===== config.mk =====
export PLATFORM = sky130hd
export DESIGN_NAME = uart_tx_serializer
export DESIGN_NICKNAME = d
export VERILOG_FILES = /design/src/rtl/uart_pkg.sv /design/src/rtl/uart_baud_gen.sv /design/src/rtl/uart_tx_serializer.sv
export SDC_FILE = /design/constraint.sdc
export NUM_CORES = 1
export LEC_CHECK = 0
export BUFFER_PORTS_ARGS = -buffer_cell sky130_fd_sc_hd__buf_2
export CAP_MARGIN = 20
export CORE_UTILIZATION = 43
export DETAILED_ROUTE_END_ITERATION = 10
export MAX_ROUTING_LAYER = met4
export SETUP_SLACK_MARGIN = 0.02
export SLEW_MARGIN = 25
export SYNTH_ARGS = -nofsm -noshare
export SYNTH_HDL_FRONTEND = slang
export SYNTH_HIERARCHICAL = 1
export SYNTH_SLANG_ARGS = --single-unit
export TNS_END_PERCENT = 1

===== constraint.sdc =====
create_clock -name clk -period 5.4 [get_ports clk]
set_input_delay 0.81 -clock clk [delete_from_list [all_inputs] [get_ports clk]]
set_output_delay 0.81 -clock clk [all_outputs]
set_load 0.02 [all_outputs]

===== src/rtl/uart_pkg.sv =====
// rtl/uart_pkg.sv - shared UART types and constants for the transmit (and future receive) path
package uart_pkg;

    localparam int   UART_DATA_BITS  = 8;
    localparam logic UART_IDLE_LEVEL = 1'b1;

    typedef enum logic [2:0] {
        IDLE   = 3'd0,
        START  = 3'd1,
        DATA   = 3'd2,
        PARITY = 3'd3,
        STOP   = 3'd4
    } tx_state_t;

    // Even parity is the XOR of the data bits; odd parity is its complement.
    function automatic logic calc_parity(input logic [UART_DATA_BITS-1:0] data, input logic odd);
        return (^data) ^ odd;
    endfunction

endpackage


===== src/rtl/uart_baud_gen.sv =====
// rtl/uart_baud_gen.sv - bit-period counter with a one-cycle bit_done pulse on the last cycle
module uart_baud_gen #(
    parameter int CLKS_PER_BIT = 87
) (
    input  logic clk,
    input  logic rst,
    input  logic restart,
    output logic bit_done
);

    localparam int            CW   = (CLKS_PER_BIT > 1) ? $clog2(CLKS_PER_BIT) : 1;
    localparam logic [CW-1:0] LAST = CW'(CLKS_PER_BIT - 1);

    logic [CW-1:0] cnt_q;
    logic [CW-1:0] cnt_d;

    assign bit_done = !restart && (cnt_q == LAST);

    // Wrapping at LAST makes each following bit period start from zero without an explicit restart.
    always_comb begin
        cnt_d = cnt_q + CW'(1);
        if (restart || (cnt_q == LAST)) begin
            cnt_d = '0;
        end
    end

    always_ff @(posedge clk or posedge rst) begin
        if (rst) begin
            cnt_q <= '0;
        end else begin
            cnt_q <= cnt_d;
        end
    end

endmodule


===== src/rtl/uart_tx_serializer.sv =====
// rtl/uart_tx_serializer.sv - 8N1/8E1/8O2-style UART transmitter with valid/ready byte input
module uart_tx_serializer
    import uart_pkg::*;
#(
    parameter int CLKS_PER_BIT = 87,
    parameter int PARITY_EN    = 0,
    parameter int PARITY_ODD   = 0,
    parameter int STOP_BITS    = 1
) (
    input  logic       clk,
    input  logic       rst,
    input  logic [7:0] tx_data,
    input  logic       tx_valid,
    output logic       tx_ready,
    output logic       tx_busy,
    output logic       tx_line
);

    if (CLKS_PER_BIT < 2) begin : g_bad_clks_per_bit
        $error("uart_tx_serializer: CLKS_PER_BIT must be >= 2");
    end
    if ((STOP_BITS != 1) && (STOP_BITS != 2)) begin : g_bad_stop_bits
        $error("uart_tx_serializer: STOP_BITS must be 1 or 2");
    end

    localparam logic [2:0] LAST_BIT  = 3'(UART_DATA_BITS - 1);
    localparam logic       STOP_LAST = (STOP_BITS == 2);
    localparam logic       ODD_SENSE = (PARITY_ODD != 0);

    tx_state_t                   state_q, state_d;
    logic [UART_DATA_BITS-1:0]   shift_q, shift_d;
    logic [2:0]                  idx_q, idx_d;
    logic                        stop_q, stop_d;
    logic                        par_q, par_d;
    logic                        line_q, line_d;
    logic                        bit_done;
    logic                        accept;

    uart_baud_gen #(
        .CLKS_PER_BIT(CLKS_PER_BIT)
    ) u_baud (
        .clk     (clk),
        .rst     (rst),
        .restart (state_q == IDLE),
        .bit_done(bit_done)
    );

    assign tx_ready = (state_q == IDLE) && !rst;
    assign tx_busy  = (state_q != IDLE);
    assign tx_line  = line_q;
    assign accept   = tx_valid && tx_ready;

    always_comb begin
        state_d = state_q;
        shift_d = shift_q;
        idx_d   = idx_q;
        stop_d  = stop_q;
        par_d   = par_q;
        case (state_q)
            IDLE: begin
                if (accept) begin
                    state_d = START;
                    shift_d = tx_data;
                    par_d   = calc_parity(tx_data, ODD_SENSE);
                    idx_d   = '0;
                    stop_d  = 1'b0;
                end
            end
            START: begin
                if (bit_done) begin
                    state_d = DATA;
                end
            end
            DATA: begin
                if (bit_done) begin
                    shift_d = {1'b0, shift_q[UART_DATA_BITS-1:1]};
                    idx_d   = idx_q + 3'd1;
                    if (idx_q == LAST_BIT) begin
                        idx_d   = '0;
                        state_d = (PARITY_EN != 0) ? PARITY : STOP;
                    end
                end
            end
            PARITY: begin
                if (bit_done) begin
                    state_d = STOP;
                end
            end
            STOP: begin
                if (bit_done) begin
                    stop_d = 1'b1;
                    if (stop_q == STOP_LAST) begin
                        state_d = IDLE;
                        stop_d  = 1'b0;
                    end
                end
            end
            default: state_d = IDLE;
        endcase
    end

    // The line register follows the current state, so the start bit appears one edge after accept.
    always_comb begin
        line_d = UART_IDLE_LEVEL;
        case (state_q)
            START:   line_d = 1'b0;
            DATA:    line_d = shift_q[0];
            PARITY:  line_d = par_q;
            default: line_d = UART_IDLE_LEVEL;
        endcase
    end

    always_ff @(posedge clk or posedge rst) begin
        if (rst) begin
            state_q <= IDLE;
            shift_q <= '0;
            idx_q   <= '0;
            stop_q  <= 1'b0;
            par_q   <= 1'b0;
            line_q  <= UART_IDLE_LEVEL;
        end else begin
            state_q <= state_d;
            shift_q <= shift_d;
            idx_q   <= idx_d;
            stop_q  <= stop_d;
            par_q   <= par_d;
            line_q  <= line_d;
        end
    end

endmodule


## After elaboration in Yosys (flattened, before gate mapping)

Cells that the tools add are included.

| word-level totals | value |
|---|---|
| register bits | 24 |
| bits in latches | 0 |
| RAM bits | 0 |
| bits in read-only memories | 0 |
| output and inout bits | 3 |
| word-level logic and storage cells | 58 |
| memories | 0 |

| cells by class | value |
|---|---|
| $add $sub $neg | 2 |
| multiply operators | 0 |
| div/mod/pow operators | 0 |
| magnitude comparators | 0 |
| eq/ne operators | 13 |
| shift operators | 0 |
| multiplexer cells | 21 |
| bitwise operators | 0 |
| reduce and logical (&&, ||, !) cells | 15 |

Operators with widths:

| kind | number |
|---|---|
| $mux 3 | 10 |
| $mux 8 | 2 |
| $pmux 8 s2 | 1 |
| $pmux 3 s5 | 1 |
| $ne 2x2->1 const B | 7 |
| $reduce_xor 8->1 | 1 |
| $add 7x1->7 const B | 1 |
| $eq 7x7->1 const B | 1 |
| $mux 7 | 1 |
| $reduce_and 7->1 | 1 |
| $eq 3x2->1 const B | 2 |
| $eq 3x3->1 const B | 2 |
| $pmux 3 s2 | 1 |
| $reduce_and 3->1 | 2 |
| $reduce_bool 2->1 | 2 |
| $add 3x1->3 const B | 1 |
| $eq 3x1->1 const B | 1 |
| $logic_and 1x1->1 | 3 |
| $logic_not 3->1 | 1 |
| $mux 1 | 3 |
| $pmux 1 s3 | 1 |
| $reduce_bool 3->1 | 1 |
| $logic_not 1->1 | 2 |
| $pmux 1 s2 | 1 |
| 2 further kinds | 2 |

## Depth between registers and ports, before layout

Gate-level depths: netlist of run 1.

| logic depth | value |
|---|---|
| depth after elaboration | 5 |
| depth in mapped cells | 8 |

## Cells and area by module

The synthesis of run 1 kept the hierarchy.

Modules (own cells, without submodules):

| module | instances | cells each | area an instance (um^2) |
|---|---|---|---|
| uart_tx_serializer | 1 | 85 | 860.8 |
| uart_baud_gen | 1 | 36 | 349.1 |

## Worst setup path before layout of run 1

No wires, ideal clock.

| timing | value |
|---|---|
| path kind | register to output |
| from | register state_q[1] |
| to | output port tx_ready |
| arrival time | 1.444 ns |
| required time | 4.590 ns |
| path slack | 3.146 ns |
| stages on the path, launching flop included | 5 |
| cell sequence | dfrtp_1 buf_2 nor3_1 inv_1 nor2_1 |

| between the ends | value |
|---|---|
| cells in the longest elaborated chain, start to end | 2 |

Ends and longest elaborated chain:

| what | line | RTL |
|---|---|---|
| start, declared | uart_tx_serializer.sv:30 | `tx_state_t state_q, state_d;` |
| start signal, assigned | uart_tx_serializer.sv:122 | `state_q <= state_d;` |
| $logic_not 3->1 | uart_tx_serializer.sv:48 | `assign tx_ready = (state_q == IDLE) && !rst;` |
| $logic_and 1x1->1 | uart_tx_serializer.sv:48 |  |
| end, declared | uart_tx_serializer.sv:14 | `output logic tx_ready,` |

No other way between the ends.

## Worst setup path after layout of run 1

Same ends and word-level chain as after synthesis.

==> results of run 1 <==
cell usage after synthesis:
| cell | n | share of area, % |
|---|---|---|
| or2_2 | 1 | 0.52 |
| a21oi_1 | 10 | 4.1 |
| or3_1 | 2 | 1.0 |
| nor2_1 | 18 | 5.6 |
| dfrtp_1 | 22 | 46 |
| or4b_2 | 1 | 0.83 |
| o21ai_1 | 3 | 1.2 |
| nor3_1 | 2 | 0.83 |
| buf_6 | 1 | 0.93 |
| xor2_1 | 2 | 1.4 |
| mux2i_1 | 7 | 5.8 |
| mux2_4 | 1 | 1.2 |
| nand2_2 | 1 | 0.52 |
| o21ai_0 | 4 | 1.7 |
| nand3b_1 | 1 | 0.62 |
| dfstp_2 | 1 | 2.2 |
| nand3_1 | 5 | 2.1 |
| a41o_2 | 1 | 0.93 |
| nand2b_1 | 1 | 0.52 |
| buf_2 | 2 | 0.83 |
| mux2_2 | 1 | 0.93 |
| nor2b_1 | 1 | 0.52 |
| a21boi_4 | 1 | 1.6 |
| or3b_4 | 1 | 0.93 |
| a22oi_1 | 1 | 0.62 |
| and2_2 | 1 | 0.62 |
| a31oi_1 | 1 | 0.52 |
| xnor2_1 | 8 | 5.8 |
| a21oi_2 | 1 | 0.72 |
| nand4_1 | 3 | 1.6 |
| nand2_1 | 5 | 1.6 |
| inv_1 | 7 | 2.2 |
| ha_1 | 4 | 4.1 |
path summary, 6_finish.rpt:
| kind | from | end |
|---|---|---|
| worst max-delay path | state_q[1]$_DFFE_PP0P_ | tx_ready |
| worst min-delay path | rst | u_baud/cnt_q[6]$_DFF_PP0_ |
| worst max register to register | state_q[1]$_DFFE_PP0P_ | idx_q[0]$_DFFE_PP0P_ |
| worst min register to register | u_baud/cnt_q[0]$_DFF_PP0_ | u_baud/cnt_q[0]$_DFF_PP0_ |
| max in group asynchronous | rst | shift_q[1]$_DFFE_PP0P_ |
| min in group clk | u_baud/cnt_q[0]$_DFF_PP0_ | u_baud/cnt_q[0]$_DFF_PP0_ |
through the flow:
stage | hold slack [ns] | utilization, % | cell area [sq um]
floorplan | 0.4716 | - | 1210
global placement | 0.5001 | 50.29 | 1291
detailed placement | 0.5085 | 50.29 | 1291
CTS | 0.4544 | 51.32 | 1318
global route | 0.4562 | 51.32 | 1318
finish | 0.4512 | 51.32 | 1318
metal layers:
layer	wire [um]	up-vias	global-route usage [%]
li1	-	441	-
met1	980	436	20.27
met2	950	11	25.50
met3	56	2	2.459
met4	10	0	6.250
met5	0	-	-
cell families after synthesis:
group | count (synthesis)
XOR/XNOR | 10
adder cells (fa/ha/maj) | 4
AO/OA/AOI/OAI | 22
multiplexers | 9
flip-flops | 23
AND/OR/NAND/NOR | 43
buffers and inverters | 10
critical path, cell delays in order (launching register included):
cell     delay, ns
dfrtp_1       0.53
nor3_1        0.52
inv_1         0.11
nor2_1        0.09
buf_2         0.16
flip-flops by register name (all words and copies together), names as in the netlist:
name,cells
tx_line,1
u_baud/cnt_q,7
idx_q,3
shift_q,8
par_q,1
state_q,3
area by class of cell:
cell class                 instances  area share (%)
multi-input combinational         88           44.44
sequential                        23           43.78
timing repair buffer              13           4.938
tap                               30           2.849
clock buffer                       4           1.994
inverter                           7           1.994
power groups by stage:
stage | combinational, mW | clock [mW] | sequential (mW)
floorplan | 0.102 | 0 | 0.254
global placement | 0.117 | 0 | 0.265
detailed placement | 0.121 | 0 | 0.266
CTS | 0.121 | 0.0805 | 0.263
global route | 0.138 | 0.0887 | 0.269
finish | 0.120 | 0.0782 | 0.262
==> out/summary.json, run 1 <==
{
  "clock_network": {
    "number_of_levels_in_the_clock_h_tree": 1,
    "number_of_gates_resized_after_cts": 0,
    "cts_inserted_buffers": 3,
    "cts.sink_count": 23,
    "cts_tree": "yes",
    "cts_hold_buf": 0,
    "buffer_cell_driving_the_clock_tree_root": "clkbuf_4",
    "clk_latency_ns": 0.30,
    "cts_buffer_depth": 2,
    "worst_setup_hold_path_clk_slew_ns": 0.12,
    "post-cts-setup-buffers": 0
  },
  "placement": {
    "global_placer_s_final_weighted_congestion": 0.7785,
    "placedCellCount": 161,
    "pre_cts_slack_ns": 3.153,
    "numPortBuffers": 13,
    "dpl.hpwl_um": 1521
  },
  "setup_path": {
    "critPathRequiredTime_ns": 4.59,
    "reg2reg_setup_slack_ns": 3.20,
    "setup.worst_path.start_class": "flop",
    "end_kind": "primary output",
    "critPathKind": "reg2out",
    "worst-endpoint-arrival_ns": 1.72,
    "critPathMaxFanout": 12,
    "r2r_cells": 5
  },
  "yosys": {
    "synthMuxAreaShare_pct": 7.963,
    "synth-adder-area-share_pct": 4.137,
    "synth-seq-area-share_pct": 47.67,
    "syn_area_sq_um": 1210,
    "postSynthCellCount": 121,
    "synth_cell_types": 33,
    "xor_xnor_share_of_the_synthesized_area_pct": 7.239,
    "largest_family_of_logic_cells_by_synthesized_area": "simple AND/OR/NAND/NOR gates",
    "synth_compound_area_share_pct": 11.38,
    "yosys_register_bits": 23,
    "synth-simple-area-share_pct": 17.68,
    "synth_nets": 136,
    "synthesis.area_per_instance_sq_um": 9.999,
    "ys_warns": 6
  },
  "power": {
    "ir_drop_worst_case_vdd_v": 0.0002141,
    "power.share.sequential_pct": 57.0,
    "internal_power_mw": 0.3054,
    "power_leakage_nw": 0.6310,
    "p_clk_share_pct": 17.0,
    "total_power_mw": 0.4602,
    "netSwitchingPower_mw": 0.1548,
    "power-per-cell-area_nw_per_um2": 349.3,
    "swShare_pct": 33.64,
    "combinationalPowerShare_pct": 26.0
  },
  "finish": {
    "area_of_the_multi_input_gates_sq_um": 585.6,
    "most-common-layout-cells": "22 x dfrtp_1, 18 x nor2_1, 13 x buf_2, 10 x a21oi_1, 8 x xnor2_1",
    "register_area_sq_um": 576.8,
    "layout.cells.most_common": "dfrtp_1",
    "filler_cell_count": 258,
    "final_layout_size_suffix_gt1_share_pct": 20.00,
    "flow.area_growth_from_synthesis_pct": 8.893,
    "antenna_cells": 0,
    "instances_no_fill": 165,
    "finish.net_count": 151
  },
  "global_route": {
    "maximum_number_of_pins_on_one_net_before_global_route_repair": 20,
    "antenna_violations_before_repair": 0,
    "global_route_wire_length_before_repair_um": 3305,
    "first_global_vias": 786,
    "track_usage_pct": 15.95,
    "grt-ovfl-total": 0
  },
  "floorplanning": {
    "top_level_ports": 14,
    "start_util_pct": 47.12,
    "die_width_um": 55.05,
    "core-area_sq_um": 2567,
    "core.rowCount": 18,
    "die_outline_area_sq_um": 3030,
    "vertical_extent_of_the_die_um": 55.05
  },
  "route": {
    "drt_pass1_iterations": 4,
    "num_vias": 890,
    "detail_route.iter0.violations": 10,
    "vias_per_cell": 5.394,
    "route.detailed.wl_per_inst_um": 12.11,
    "totalWireLength_um": 1998,
    "post-route-drc-count": 0,
    "route.antenna.remaining_nets": 0
  },
  "sta": {
    "setup_viol": 0,
    "slew_violations": 0,
    "f_max_mhz": 395.5,
    "finalSetupTns_ns": 0,
    "finalWorstPathRequiredPeriod_ns": 2.528,
    "post-route-period-util_pct": 46.82,
    "final-hold-violation-count": 0,
    "timing.clock.skew_ns": 0.004103,
    "final.setup.worst_slack_ns": 2.872,
    "timing.max_slew.rel_slack_pct": 57.84,
    "worst-slew-pin-transition_ns": 0.6318,
    "grt_setup_unrepaired": "false"
  },
  "job": {
    "maxCapViolations": 0
  },
  "run_status": {
    "outcome": "completed"
  },
  "worst_hold_path": {
    "worstHoldPathType": "in2async"
  }
}
No activity file was read; power rests on OpenSTA's default activity.
==> inputs of run 2 (changes only) <==
ABC_AREA = 1   (was default)
clock period = 2.45 ns   (was 5.4 ns; I/O delays follow)
==> run 2 against run 1 <==
- flip-flop and latch count is the same
- count of clock-buffer cells in the layout is the same
- area after synthesis grew 17%
- clock power grew 130%
- first-iteration DRC count grew to 2.8 times the previous value
- highest routed layer unchanged
- synthesized cell count grew 55%
- final area grew 18%
- non-clock buffer count grew 2
- critical endpoint is now shift_q[2]$_DFFE_PP0P_
- largest cell class unchanged
==> out/summary.json, run 2 <==
{
  "run_status": {
    "outcome": "completed"
  },
  "yosys": {
    "top_area_cell_type_share_of_the_netlist_area": {"value": 38.97, "unit": "%", "change": "-6.5 points"},
    "synthesis.area_per_instance": {"value": 7.554, "unit": "sq um", "change": "-24%"},
    "yosysMostFrequentCell": "nand2_1",
    "synth-edff-count": {"value": 0, "change": "unchanged"},
    "post_synth_main_area_contributors": "dfrtp_1 39%, nand2_1 17%, inv_1 7.2%, o21ai_2 6.8%, nor2_1 4.8%",
    "synth_async_sr_flop_share": {"value": 100.0, "unit": "%", "change": "unchanged"},
    "yosys_register_bits": {"value": 23, "change": "unchanged"},
    "synth-seq-area-share": {"value": 40.83, "unit": "%", "change": "-6.8 points"},
    "commonest_cells_in_the_synthesized_netlist": "63 x nand2_1, 27 x inv_1, 22 x dfrtp_1",
    "ys_warns": {"value": 6, "change": "unchanged"},
    "postSynthCellCount": {"value": 187, "change": "+55%"},
    "syn_area": {"value": 1413, "unit": "sq um", "change": "+17%"},
    "ys_dominant_reg_cell": "dfrtp_1",
    "synth_nets": {"value": 202, "change": "+49%"},
    "synthDominantAreaCellType": "dfrtp_1",
    "synth_cell_types": {"value": 26, "change": "-21%"}
  },
  "power": {
    "ir_drop_worst_case_vdd": {"value": 0.0003550, "unit": "V", "change": "+66%"},
    "power_leakage": {"value": 0.8162, "unit": "nW", "change": "+29%"},
    "power-per-cell-area": {"value": 993.4, "unit": "nW/um^2", "change": "+180%"},
    "total_power": {"value": 1.539, "unit": "mW", "change": "+230%"}
  },
  "finish": {
    "finish.net_count": {"value": 219, "change": "+45%"},
    "register_area": {"value": 576.8, "unit": "sq um", "change": "unchanged"},
    "flow.area_growth_from_synthesis_pct": 9.655,
    "antenna_cells": {"value": 0, "change": "unchanged"},
    "filler_cell_count": {"value": 307, "change": "+19%"},
    "largest-register": "shift_q",
    "regs_by_ff_count": "shift_q: 8 flops, u_baud/cnt_q: 7 flops",
    "final_core_util": {"value": 50.33, "unit": "%", "change": "-0.99 points"},
    "layout.cells.most_common": "nand2_1",
    "final_layout_size_suffix_gt1_share": {"value": 21.18, "unit": "%", "change": "+1.2 points"},
    "largest_register_ffs": {"value": 8, "change": "unchanged"},
    "area_of_the_multi_input_gates": {"value": 695.7, "unit": "sq um", "change": "+19%"},
    "final_design_area_no_fill": {"value": 1549, "unit": "sq um", "change": "+18%"},
    "most-common-layout-cells": "63 x nand2_1, 27 x inv_1, 22 x dfrtp_1, 18 x nor2_1, 13 x buf_2"
  },
  "placement": {
    "numPortBuffers": {"value": 13, "change": "unchanged"},
    "global_placer_s_final_weighted_congestion": {"value": 0.8254, "change": "+6.0%"},
    "pre_cts_slack": {"value": 0.6084, "unit": "ns", "change": "-2.545 ns"},
    "dpl.hpwl": {"value": 2007, "unit": "um", "change": "+32%"},
    "placement.cell_area": {"value": 1513, "unit": "sq um", "change": "+17%"}
  },
  "floorplanning": {
    "core.rowCount": {"value": 20, "change": "+2"},
    "die_width": {"value": 59.32, "unit": "um", "change": "+7.8%"},
    "start_util": {"value": 45.89, "unit": "%", "change": "-1.2 points"},
    "vertical_extent_of_the_die": {"value": 59.32, "unit": "um", "change": "+7.8%"},
    "core-area": {"value": 3078, "unit": "sq um", "change": "+20%"},
    "die_outline_area": {"value": 3518, "unit": "sq um", "change": "+16%"},
    "top_level_ports": {"value": 14, "change": "unchanged"}
  },
  "route": {
    "totalWireLength": {"value": 2538, "unit": "um", "change": "+27%"},
    "post-route-drc-count": {"value": 0, "change": "unchanged"},
    "num_vias": {"value": 1158, "change": "+30%"},
    "route.antenna.remaining_nets": {"value": 0, "change": "unchanged"},
    "vias_per_cell": {"value": 4.688, "change": "-13%"},
    "detail_route.iter0.violations": {"value": 28, "change": "+18"},
    "drt_pass1_iterations": {"value": 4, "change": "unchanged"},
    "route.detailed.wl_per_inst": {"value": 10.28, "unit": "um", "change": "-15%"}
  },
  "setup_path": {
    "maximum_cell_stage_delay_along_the_critical_path": {"value": 0.45, "unit": "ns", "change": "-0.08 ns"},
    "crit_path_end": "shift_q[2]$_DFFE_PP0P_",
    "worstReg2RegStart": "u_baud/cnt_q[0]$_DFF_PP0_",
    "end_kind": "flop",
    "setup.worst_path.start_class": "flop",
    "worst-endpoint-arrival": {"value": 2.04, "unit": "ns", "change": "+0.32 ns"},
    "critPathRequiredTime": {"value": 2.64, "unit": "ns", "change": "-1.95 ns"},
    "path_common_cell": "inv_1",
    "reg2reg_setup_slack": {"value": 0.61, "unit": "ns", "change": "-2.59 ns"},
    "critPathKind": "reg2reg",
    "critPathMaxFanout": {"value": 22, "change": "+10"},
    "crit_start": "u_baud/cnt_q[0]$_DFF_PP0_",
    "critical_path.slowest_cell": "dfrtp_1",
    "cp_cell_sequence": "inv_1 -> ha_1 -> nand2_1 -> inv_1 -> nand3_2 -> nor2_1 -> inv_1 -> o21ai_2 -> nand2_2 -> nand2_1 -> o21ai_2",
    "r2r_cells": {"value": 11, "change": "+6"},
    "r2r_end": "shift_q[2]$_DFFE_PP0P_"
  },
  "sta": {
    "final.setup.worst_slack": {"value": 0.6052, "unit": "ns", "change": "-2.266 ns"},
    "post-route-period-util_pct": 75.30,
    "timing.clock.skew": {"value": 0.01036, "unit": "ns", "change": "+0.006259 ns"},
    "worst-slew-pin-transition": {"value": 0.4778, "unit": "ns", "change": "-0.1539 ns"},
    "setup_viol": {"value": 0, "change": "unchanged"},
    "finalWorstPathRequiredPeriod_ns": 1.845,
    "final-hold-violation-count": {"value": 0, "change": "unchanged"},
    "f_max_mhz": 542.1,
    "grt_setup_unrepaired": "false",
    "finalSetupTns": {"value": 0, "unit": "ns", "change": "unchanged"},
    "timing.max_slew.rel_slack": {"value": 68.03, "unit": "%", "change": "+10 points"},
    "slew_violations": {"value": 0, "change": "unchanged"}
  },
  "job": {
    "maxCapViolations": {"value": 0, "change": "unchanged"}
  },
  "global_route": {
    "track_usage": {"value": 17.02, "unit": "%", "change": "+1.1 points"},
    "antenna_violations_before_repair": {"value": 0, "change": "unchanged"},
    "first_global_vias": {"value": 1074, "change": "+37%"},
    "maximum_number_of_pins_on_one_net_before_global_route_repair": {"value": 23, "change": "+15%"},
    "grt-ovfl-total": {"value": 0, "change": "unchanged"},
    "global_route_wire_length_before_repair": {"value": 4409, "unit": "um", "change": "+33%"}
  },
  "clock_network": {
    "cts_buffer_depth": {"value": 2, "change": "unchanged"},
    "number_of_gates_resized_after_cts": {"value": 0, "change": "unchanged"},
    "cts_inserted_buffers": {"value": 3, "change": "unchanged"},
    "number_of_levels_in_the_clock_h_tree": {"value": 1, "change": "unchanged"},
    "worst_setup_hold_path_clk_slew": {"value": 0.13, "unit": "ns", "change": "about the same"},
    "clk_latency": {"value": 0.31, "unit": "ns", "change": "about the same"},
    "cts_tree": "yes",
    "cts.sink_count": {"value": 23, "change": "unchanged"},
    "buffer_cell_driving_the_clock_tree_root": "clkbuf_4"
  },
  "worst_hold_path": {
    "worstHoldPathType": "in2reg"
  }
}
## run 2: changes by cell type after synthesis, sizes merged, moves of 5 or more
cell	delta
nand2	+61
inv	+23
o21ai	+14
a21oi	-9
mux2i	-7
xnor2	-5
## run 2: area by class of cell
class	count	share of cell area (%)
timing repair buffer	15	5.331
tap	44	3.554
clock buffer	4	1.696
sequential	23	37.24
multi-input combinational	131	44.91
inverter	30	7.270
## run 2: timing repair
action / in CTS / in global routing
hold endpoints to repair: 7 / 0
hold buffers: 1 / 0
buffers inserted: 0 / 0
## run 2: cell families after synthesis
group	share of synthesized area (%)
fa+ha+maj	3.543
compound gates	12.93
simple gates	29.67
xor+xnor	3.101
buf+inv	9.920
flops	40.83
## run 2: power by group
part	leakage [nW]	switching, mW	internal, mW
clock	0.0150	0.113	0.0636
sequential	0.297	0.106	0.521
combinational	0.504	0.490	0.245
total	0.816	0.709	0.830
## run 2: critical path, delay by kind of cell (launching register included)
family | cells | cell delay [ns]
flip-flops | 1 | 0.45
buffers and inverters | 3 | 0.20
AND/OR/NAND/NOR | 5 | 0.72
adder cells (fa/ha/maj) | 1 | 0.14
AO/OA/AOI/OAI | 2 | 0.21
## run 2: metal layers
metal | vias up | share of wire, % | global-route usage, %
met2 | 18 | 52 | 29.53
met3 | 4 | 2.5 | 2.620
met4 | 0 | 1.4 | 6.122
met1 | 533 | 44 | 19.81
li1 | 603 | - | -
met5 | - | 0 | -
## run 2: worst min-delay path by stage
| stage | startpoint | end | depth (start not counted) |
|---|---|---|---|
| floorplan | rst | u_baud/cnt_q[0]$_DFF_PP0_ | 1 |
| global placement | rst | u_baud/cnt_q[1]$_DFF_PP0_ | 2 |
| detailed placement | rst | u_baud/cnt_q[1]$_DFF_PP0_ | 2 |
| CTS | tx_data[7] | shift_q[7]$_DFFE_PP0P_ | 3 |
| global route | tx_data[7] | shift_q[7]$_DFFE_PP0P_ | 3 |
| finish | tx_data[7] | shift_q[7]$_DFFE_PP0P_ | 3 |
## run 2: through the flow
stage,hold WS [ns],cells
after floorplan,0.1709,187
after global routing,0.3139,247
final,0.3232,247
after detailed placement,0.3370,242
after CTS,0.3157,247
after global placement,0.3301,242
==> inputs of run 3 (changes only) <==
ABC_AREA = 0   (was 1)
clock period = 1.6 ns   (was 2.45 ns; I/O delays follow)
==> run 3 against run 2 <==
- sequential power increased by 32%
- final cell count decreased by 27%
- first-iteration DRC count decreased by 93%
- sequential share of layout area increased by 2.0 points
- critical path type is now reg2out
- critical endpoint is now tx_ready
==> out/summary.json, run 3 (synthesized netlist as in run 1, its figures left out) <==
{
  "run_status": {
    "outcome": "completed"
  },
  "global_route": {
    "antenna_violations_before_repair": {"value": 0, "change": "unchanged"},
    "track_usage": {"value": 18.88, "unit": "%", "change": "+1.9 points"},
    "global_route_wire_length_before_repair": {"value": 3870, "unit": "um", "change": "-12%"},
    "first_global_vias": {"value": 903, "change": "-16%"},
    "grt-ovfl-total": {"value": 0, "change": "unchanged"},
    "maximum_number_of_pins_on_one_net_before_global_route_repair": {"value": 19, "change": "-17%"}
  },
  "setup_path": {
    "critPathMaxFanout": {"value": 2, "change": "-91%"},
    "setup.worst_path.start_class": "flop",
    "worst-endpoint-arrival": {"value": 1.35, "unit": "ns", "change": "-0.69 ns"},
    "crit_start": "state_q[2]$_DFFE_PP0P_",
    "reg2reg_setup_slack": {"value": 0.02, "unit": "ns", "change": "-0.59 ns"},
    "r2r_cells": {"value": 4, "change": "-7"},
    "end_kind": "primary output",
    "critPathRequiredTime": {"value": 1.36, "unit": "ns", "change": "-1.28 ns"},
    "r2r_end": "idx_q[0]$_DFFE_PP0P_",
    "worstReg2RegStart": "state_q[1]$_DFFE_PP0P_",
    "critPathKind": "reg2out"
  },
  "route": {
    "drt_pass1_iterations": {"value": 4, "change": "unchanged"},
    "detail_route.iter0.violations": {"value": 2, "change": "-93%"},
    "num_vias": {"value": 896, "change": "-23%"},
    "post-route-drc-count": {"value": 0, "change": "unchanged"},
    "totalWireLength": {"value": 2271, "unit": "um", "change": "-11%"},
    "route.antenna.remaining_nets": {"value": 0, "change": "unchanged"},
    "route.detailed.wl_per_inst": {"value": 12.62, "unit": "um", "change": "+23%"},
    "vias_per_cell": {"value": 4.978, "change": "+6.2%"}
  },
  "sta": {
    "slew_violations": {"value": 0, "change": "unchanged"},
    "timing.max_slew.rel_slack": {"value": 57.41, "unit": "%", "change": "-11 points"},
    "worst-slew-pin-transition": {"value": 0.6381, "unit": "ns", "change": "+0.1602 ns"},
    "setup_viol": {"value": 0, "change": "unchanged"},
    "finalSetupTns": {"value": 0, "unit": "ns", "change": "unchanged"},
    "finalWorstPathRequiredPeriod_ns": 1.594,
    "post-route-period-util_pct": 99.61,
    "final-hold-violation-count": {"value": 0, "change": "unchanged"},
    "f_max_mhz": 627.4,
    "timing.clock.skew": {"value": 0.003374, "unit": "ns", "change": "-0.006988 ns"},
    "grt_setup_unrepaired": "true"
  },
  "floorplanning": {
    "top_level_ports": {"value": 14, "change": "unchanged"},
    "core.rowCount": {"value": 18, "change": "-10%"},
    "vertical_extent_of_the_die": {"value": 55.05, "unit": "um", "change": "-7.2%"},
    "core-area": {"value": 2567, "unit": "sq um", "change": "-17%"},
    "start_util": {"value": 47.12, "unit": "%", "change": "+1.2 points"},
    "die_width": {"value": 55.05, "unit": "um", "change": "-7.2%"},
    "die_outline_area": {"value": 3030, "unit": "sq um", "change": "-14%"}
  },
  "worst_hold_path": {
    "worstHoldPathType": "in2async"
  },
  "power": {
    "power-per-cell-area": {"value": 1148, "unit": "nW/um^2", "change": "+16%"},
    "ir_drop_worst_case_vdd": {"value": 0.0007094, "unit": "V", "change": "+100%"},
    "total_power": {"value": 1.689, "unit": "mW", "change": "+9.8%"},
    "power_leakage": {"value": 0.7071, "unit": "nW", "change": "-13%"}
  },
  "finish": {
    "regs_by_ff_count": "shift_q: 8 flops, u_baud/cnt_q: 7 flops",
    "flow.area_growth_from_synthesis_pct": 21.61,
    "antenna_cells": {"value": 0, "change": "unchanged"},
    "largest-register": "shift_q",
    "final_design_area_no_fill": {"value": 1471, "unit": "sq um", "change": "-5.0%"},
    "layout.cells.most_common": "dfrtp_1",
    "largest_register_ffs": {"value": 8, "change": "unchanged"},
    "final_core_util": {"value": 57.31, "unit": "%", "change": "+7.0 points"},
    "final_layout_size_suffix_gt1_share": {"value": 31.33, "unit": "%", "change": "+10 points"},
    "most-common-layout-cells": "21 x dfrtp_1, 17 x nor2_1, 13 x buf_4, 12 x buf_2, 10 x a21oi_1",
    "filler_cell_count": {"value": 243, "change": "-21%"},
    "finish.net_count": {"value": 166, "change": "-24%"}
  },
  "placement": {
    "placement.cell_area": {"value": 1393, "unit": "sq um", "change": "-7.9%"},
    "global_placer_s_final_weighted_congestion": {"value": 0.7217, "change": "-13%"},
    "dpl.hpwl": {"value": 1688, "unit": "um", "change": "-16%"},
    "numPortBuffers": {"value": 13, "change": "unchanged"}
  },
  "clock_network": {
    "worst_setup_hold_path_clk_slew": {"value": 0.12, "unit": "ns", "change": "about the same"},
    "cts_buffer_depth": {"value": 2, "change": "unchanged"},
    "buffer_cell_driving_the_clock_tree_root": "clkbuf_4",
    "number_of_levels_in_the_clock_h_tree": {"value": 1, "change": "unchanged"},
    "cts.sink_count": {"value": 23, "change": "unchanged"},
    "clk_latency": {"value": 0.30, "unit": "ns", "change": "about the same"},
    "cts_inserted_buffers": {"value": 3, "change": "unchanged"},
    "cts_tree": "yes"
  },
  "job": {
    "maxCapViolations": {"value": 0, "change": "unchanged"}
  }
}
==> run 3: metal layers <==
| metal | GRT usage [%] | part of all wire (%) | up-vias |
|---|---|---|---|
| met5 | - | 0 | - |
| met4 | 6.250 | 0.92 | 0 |
| met3 | 2.459 | 2.2 | 2 |
| met2 | 30.72 | 48 | 11 |
| met1 | 24.23 | 49 | 405 |
| li1 | - | - | 478 |
==> run 3: report_power, final <==
part / internal, mW / switching, mW / leakage (nW) / total, mW
Combinational: 0.299 / 0.297 / 0.417 / 0.597
Sequential: 0.737 / 0.0913 / 0.275 / 0.828
Clock: 0.0971 / 0.167 / 0.0150 / 0.264
==> run 3: worst max path at each step <==
stage	cells after the start	to	slack, ns
after floorplan	7	idx_q[0]$_DFFE_PP0P_	-0.07
after global placement	7	idx_q[0]$_DFFE_PP0P_	0.08
after detailed placement	9	shift_q[6]$_DFFE_PP0P_	0.03
after CTS	9	shift_q[6]$_DFFE_PP0P_	-0.003
after global routing	9	shift_q[6]$_DFFE_PP0P_	-0.13
final	5	tx_ready	0.006
==> run 3: worst max-delay path, cell delays in order, from the launching register on <==
cell,delay [ns]
dfrtp_2,0.45
nor3_4,0.23
buf_6,0.13
inv_2,0.03
nor2_1,0.07
buf_4,0.14
==> run 3: repair_timing <==
| action | in CTS | in global routing |
|---|---|---|
| buffers inserted | 4 | 0 |
| setup endpoints to repair | 4 | 14 |
| resized for setup | 4 | 3 |
| pin swaps | 2 | 0 |
| hold endpoints to repair | 7 | 0 |
| hold buffers | 1 | 0 |
==> run 3: final cells by class <==
type / instances / area (sq um) / share of cell area [%]
Inverter: 7 / 26.28 / 1.786
Tap cell: 30 / 37.54 / 2.551
Timing Repair Buffer: 28 / 198.9 / 13.52
Clock buffer: 4 / 26.28 / 1.786
Sequential cell: 23 / 578.1 / 39.29
Multi-Input combinational cell: 88 / 604.3 / 41.07
==> run 3: through the flow <==
step	hold WS [ns]	setup slack (ns)	cells
final	0.03483	0.006162	180
after global routing	0.09641	-0.1267	180
after CTS	0.07495	-0.002580	180
after detailed placement	0.2380	0.03373	171
after global placement	0.2243	0.07677	171
after floorplan	0.04340	-0.07194	121
